--- src/rtl/mem_port_arbiter.sv ---
// Shares one memory port between instruction fetch and load/store, one
// transaction at a time, with LS priority and a starvation limit for IF.
module mem_port_arbiter #(
  parameter int ADDR_W     = 32,
  parameter int DATA_W     = 32,
  parameter int STARVE_MAX = 3
) (
  input  logic              clk,
  input  logic              rst_n,
  input  logic              if_req,
  input  logic [ADDR_W-1:0] if_addr,
  output logic              if_ack,
  output logic [DATA_W-1:0] if_rdata,
  input  logic              ls_req,
  input  logic              ls_MemRW,
  input  logic [2:0]        ls_funct3,
  input  logic [ADDR_W-1:0] ls_addr,
  input  logic [DATA_W-1:0] ls_wdata,
  output logic              ls_ack,
  output logic [DATA_W-1:0] ls_rdata,
  output logic              mem_en,
  output logic              mem_MemRW,
  output logic [2:0]        mem_funct3,
  output logic [ADDR_W-1:0] mem_addr,
  output logic [DATA_W-1:0] mem_wdata,
  input  logic              mem_rvalid,
  input  logic [DATA_W-1:0] mem_rdata,
  output logic              mem_err,
  output logic              busy
);

  typedef enum logic [1:0] {IDLE, BUSY_IF, BUSY_LS} state_t;

  localparam logic [3:0] STARVE_LIM = 4'(STARVE_MAX);

  state_t     state, state_next;
  logic [3:0] starve_cnt, starve_next;
  logic       if_elig, ls_elig;
  logic       grant_if, grant_ls;
  logic       accept, spurious;

  // A requester is blind to its own req during its ack cycle, so a held req
  // is read as a new request only from the following cycle.
  assign if_elig  = if_req && !if_ack;
  assign ls_elig  = ls_req && !ls_ack;
  assign busy     = (state != IDLE);
  // mem_en marks the first BUSY cycle; a response there is too early to be real.
  assign accept   = busy && !mem_en && mem_rvalid;
  assign spurious = mem_rvalid && (!busy || mem_en);

  always_ff @(posedge clk or negedge rst_n) begin
    if (!rst_n) begin
      state      <= IDLE;
      starve_cnt <= '0;
    end else begin
      state      <= state_next;
      starve_cnt <= starve_next;
    end
  end

  always_comb begin
    state_next  = state;
    starve_next = starve_cnt;
    grant_if    = 1'b0;
    grant_ls    = 1'b0;
    case (state)
      IDLE: begin
        if (if_elig && (!ls_elig || starve_cnt == STARVE_LIM)) begin
          grant_if    = 1'b1;
          state_next  = BUSY_IF;
          starve_next = '0;
        end else if (ls_elig) begin
          grant_ls   = 1'b1;
          state_next = BUSY_LS;
          if (if_elig && starve_cnt != STARVE_LIM)
            starve_next = starve_cnt + 4'd1;
        end
      end
      BUSY_IF, BUSY_LS: begin
        if (accept)
          state_next = IDLE;
      end
      default: state_next = IDLE;
    endcase
  end

  always_ff @(posedge clk or negedge rst_n) begin
    if (!rst_n) begin
      mem_en     <= 1'b0;
      mem_MemRW  <= 1'b1;
      mem_funct3 <= '0;
      mem_addr   <= '0;
      mem_wdata  <= '0;
      if_ack     <= 1'b0;
      ls_ack     <= 1'b0;
      if_rdata   <= '0;
      ls_rdata   <= '0;
      mem_err    <= 1'b0;
    end else begin
      mem_en <= grant_if || grant_ls;
      if_ack <= accept && (state == BUSY_IF);
      ls_ack <= accept && (state == BUSY_LS);
      if (grant_if) begin
        mem_addr   <= if_addr;
        mem_MemRW  <= 1'b1;
        mem_funct3 <= 3'b010;
        mem_wdata  <= '0;
      end else if (grant_ls) begin
        mem_addr   <= ls_addr;
        mem_MemRW  <= ls_MemRW;
        mem_funct3 <= ls_funct3;
        mem_wdata  <= ls_wdata;
      end
      if (accept && state == BUSY_IF)
        if_rdata <= mem_rdata;
      // Stores leave ls_rdata untouched so the last load value survives.
      if (accept && state == BUSY_LS && mem_MemRW)
        ls_rdata <= mem_rdata;
      if (spurious)
        mem_err <= 1'b1;
    end
  end

endmodule

--- config.mk ---
export PLATFORM = sky130hd
export DESIGN_NAME = mem_port_arbiter
export DESIGN_NICKNAME = d
export VERILOG_FILES = /design/src/rtl/mem_port_arbiter.sv
export SDC_FILE = /design/constraint.sdc
export NUM_CORES = 1
export LEC_CHECK = 0
export BUFFER_PORTS_ARGS = -buffer_cell sky130_fd_sc_hd__buf_2
export CAP_MARGIN = 20
export CORE_ASPECT_RATIO = 1.4
export CORE_UTILIZATION = 47
export CTS_CLUSTER_SIZE = 16
export DETAILED_ROUTE_END_ITERATION = 7
export GPL_TIMING_DRIVEN = 0
export PLACE_DENSITY = 0.87
export SLEW_MARGIN = 30
export SYNTH_ARGS = -nofsm -noshare
export SYNTH_HDL_FRONTEND = slang
export SYNTH_SLANG_ARGS = --single-unit
--- constraint.sdc ---
create_clock -name clk -period 2.1 [get_ports clk]
set_clock_uncertainty 0.15 [all_clocks]
set_input_delay 0.42 -clock clk [delete_from_list [all_inputs] [get_ports clk]]
set_output_delay 0.42 -clock clk [all_outputs]
set_load 0.05 [all_outputs]
==> flow_metrics.env <==
export IMPL_core_area_sq_mm=0.0124
export IMPL_reg2reg_setup_slack_ps=130
export IMPL_seq_power_share=0.289
export IMPL_tritoncts="done"
export IMPL_clock_path_buffers=2
export IMPL_rsz0062_at_grt="false"
export IMPL_synth_edf_count=0
export IMPL_swShare=0.517
export IMPL_synth_most_common_cell="dfrtp_1"
export IMPL_yosysTopAreaCellShare=0.583
export IMPL_design_area_sq_mm=0.00833
export IMPL_finalPower_mw=16.4
export IMPL_synth_nets=630
export IMPL_area_delta_synth_final_pct=37.5
export IMPL_grt_pass1_wl_um=25700
export IMPL_port_buffer_count=273
export IMPL_die_area_sq_mm=0.0133
export IMPL_power_leakage_nw=4.49
export IMPL_synthArstFlopShare=1.00
export IMPL_first_global_vias=5227
export IMPL_outcome="finished with violations"
export IMPL_reg2regPathDepth=6
export IMPL_die_h_um=136
export IMPL_min_period_ps=1970
export IMPL_vias_per_cell=5.32
export IMPL_grt_max_degree=89
export IMPL_io_pins=274
export IMPL_numCtsBuffers=17
export IMPL_root_buffer="clkbuf_16"
export IMPL_vdd_drop_max_uv=1390
export IMPL_antenna_found_initial=0
export IMPL_n_antenna_cell=0
export IMPL_hold_slack_ps=87.6
export IMPL_clk_pin_slew_ps=70
export IMPL_crit_reg2reg_capture="mem_wdata[19]$_DFFE_PN0P_"
export IMPL_drt_pass1_iter_count=8
export IMPL_failed_checks="DRC"
export IMPL_wl_met3_um=1120
export IMPL_p_switching_mw=8.47
export IMPL_clock_sinks=142
export IMPL_die_x_um=97.9
export IMPL_synth_area_top_cells="dfrtp_1 58%, inv_1 6.4%, mux2_1 6.0%"
export IMPL_stdcell_count=948
export IMPL_post_route_period_util=0.940
export IMPL_worstPathMaxFanout=6
export IMPL_dp_hpwl_um=12100
export IMPL_dr_total_vias=5040
export IMPL_finalNetCount=926
export IMPL_placed_area_sq_mm=0.00765
export IMPL_path_class="register to output port"
export IMPL_drc=25
export IMPL_timing_fmax_ghz=0.507
export IMPL_start_kind="register"
export IMPL_syn_area_sq_mm=0.00605
export IMPL_required_ps=1530
export IMPL_ys_flop_type="dfrtp_1"
export IMPL_htree_levels=4
export IMPL_fin_setup_tns_ps=0
export IMPL_slew_violations=0
export IMPL_synth_warnings=0
export IMPL_rr_startpoint="starve_cnt[0]$_DFFE_PN0P_"
export IMPL_drtAntennaViolNets=0
export IMPL_hold_violations=0
export IMPL_ys_seq_area_frac=0.587
export IMPL_drive_gt1_frac=0.472
export IMPL_comb_power_share=0.529
export IMPL_power_density_mw_per_mm2=1970
export IMPL_maxSlewHeadroom=0.693
export IMPL_initial_core_util=0.487
export IMPL_worstSetupEndpoint="busy"
export IMPL_netlist_instances=489
export IMPL_rows=48
export IMPL_place_ws_ps=-232
export IMPL_drt_initial_drc_count=325
export IMPL_worstSetupEndpointType="output port"
export IMPL_drt_met1_wl_um=6320
export IMPL_top_layer_used="met4"
export IMPL_yosysUniqueCellTypes=39
export IMPL_synth_common_cells="141 x dfrtp_1, 103 x inv_1, 37 x o2bb2ai_1"
export IMPL_overflow=0
export IMPL_worstSkewPairLatency_ps=400
export IMPL_clock_power_share=0.182
export IMPL_place_congestion=0.819
export IMPL_synth_largest_area_cell="dfrtp_1"
export IMPL_tightest_slew_ps=449
export IMPL_cp_arrival_ps=1400
export IMPL_holdPathStages=2
export IMPL_hold_path_class="input pin to register"
export IMPL_setup_violations=0
export IMPL_ys_ff_latch=142
export IMPL_p_int_mw=7.91
export IMPL_setup_slack_ps=127
export IMPL_nFillCells=946
export IMPL_synth_area_per_cell_sq_um=12.4
export IMPL_drt_total_wl_um=16300
export IMPL_final_util=0.670
export IMPL_drv_cap=0
export IMPL_gr_usage_all_layers=0.248
export IMPL_cp_startpoint="state[0]$_DFFE_PN0P_"
export IMPL_dp_cells=913
export IMPL_wl_per_cell_um=17.2
export IMPL_wl_met2_um=8560
[cells by family after synthesis]
kind of cell,count (synthesis),synth area share
AO/OA/AOI/OAI,118,0.166
adder cells (fa/ha/maj),4,0.00827
buffers and inverters,140,0.0969
flip-flops,142,0.587
multiplexers,64,0.119
AND/OR/NAND/NOR,21,0.0225
[final cells by class]
class	count	area, sq um	share of cell area
buffer	36	225	0.0271
clock buffer	17	425	0.0511
clock inverter	15	161	0.0194
inverter	104	390	0.0469
multi-input combinational	207	1950	0.234
sequential	142	3550	0.427
tap	150	188	0.0225
timing repair buffer	277	1430	0.172
[routing by layer]
metal,global-route usage,vias up
met5,0,-
met4,0.0951,0
met3,0.0643,25
met2,0.446,233
met1,0.281,2455
li1,-,2327
[worst max-delay path, cell delays in order (launching register included)]
cell     delay [ps]
dfrtp_1         390
inv_1           140
ha_4            200
inv_2            80
buf_4           200
[repair_timing]
item	in CTS	in global routing
endpoints found under the setup margin	102	90
hold endpoints to repair	54	0
setup buffers	1	1
pin swaps	1	1
gates cloned	0	0
hold buffers	1	0
resized for setup	6	15
[sequential cells by signal (all words and copies together), names as in the netlist]
name,count
starve_cnt,4
mem_err,1
mem_addr,32
ls_ack,1
ls_rdata,32
state,2
if_ack,1
mem_funct3,3
mem_MemRW,1
mem_wdata,32
if_rdata,32
mem_en,1
[cell usage in the layout (no fill, tap or decap), types with 2 or more instances in the layout]
master      synthesis  final
buf_2              16    284
a2111oi_0           2      2
inv_8               0      5
clkinvlp_4          0      3
a21oi_1             2      2
o211ai_1           34     34
and3_1              2      2
mux2_1             32     32
nand2b_1            3      3
buf_6               4      6
nand3_1             3      3
a222oi_1           32     32
buf_4               3      3
buf_8               0      2
dfrtp_1           141    141
clkbuf_2            0      5
clkbuf_4            0      3
ha_1                4      3
inv_6               0      6
mux2_2             32     32
o2bb2ai_1          37     37
inv_1             103    103
clkbuf_1           13      8
o21ai_0             3      3
clkbuf_16           0     17
nand2_1             3      3
[power by group through the flow]
stage	clock [mW]	sequential, mW	combinational, mW
3_3_place_gp	0	4.69	8.47
5_1_grt	3.16	4.87	9.10
2_1_floorplan	0	9.10	2.02
4_1_cts	3.05	4.72	8.66
3_5_place_dp	0	4.74	8.62
6_report	2.98	4.73	8.67
[worst min path at each step]
stage	startpoint	end	slack [ps]
finish	mem_rdata[4]	if_rdata[4]$_DFFE_PN0P_	90
global route	mem_rdata[13]	if_rdata[13]$_DFFE_PN0P_	80
CTS	mem_rdata[4]	if_rdata[4]$_DFFE_PN0P_	70
detailed placement	rst_n	if_rdata[19]$_DFFE_PN0P_	220
global placement	mem_err$_DFFE_PN0P_	mem_err$_DFFE_PN0P_	300
floorplan	rst_n	if_ack$_DFF_PN0_	-30
Note: power is estimated with default switching activity, not from simulation.
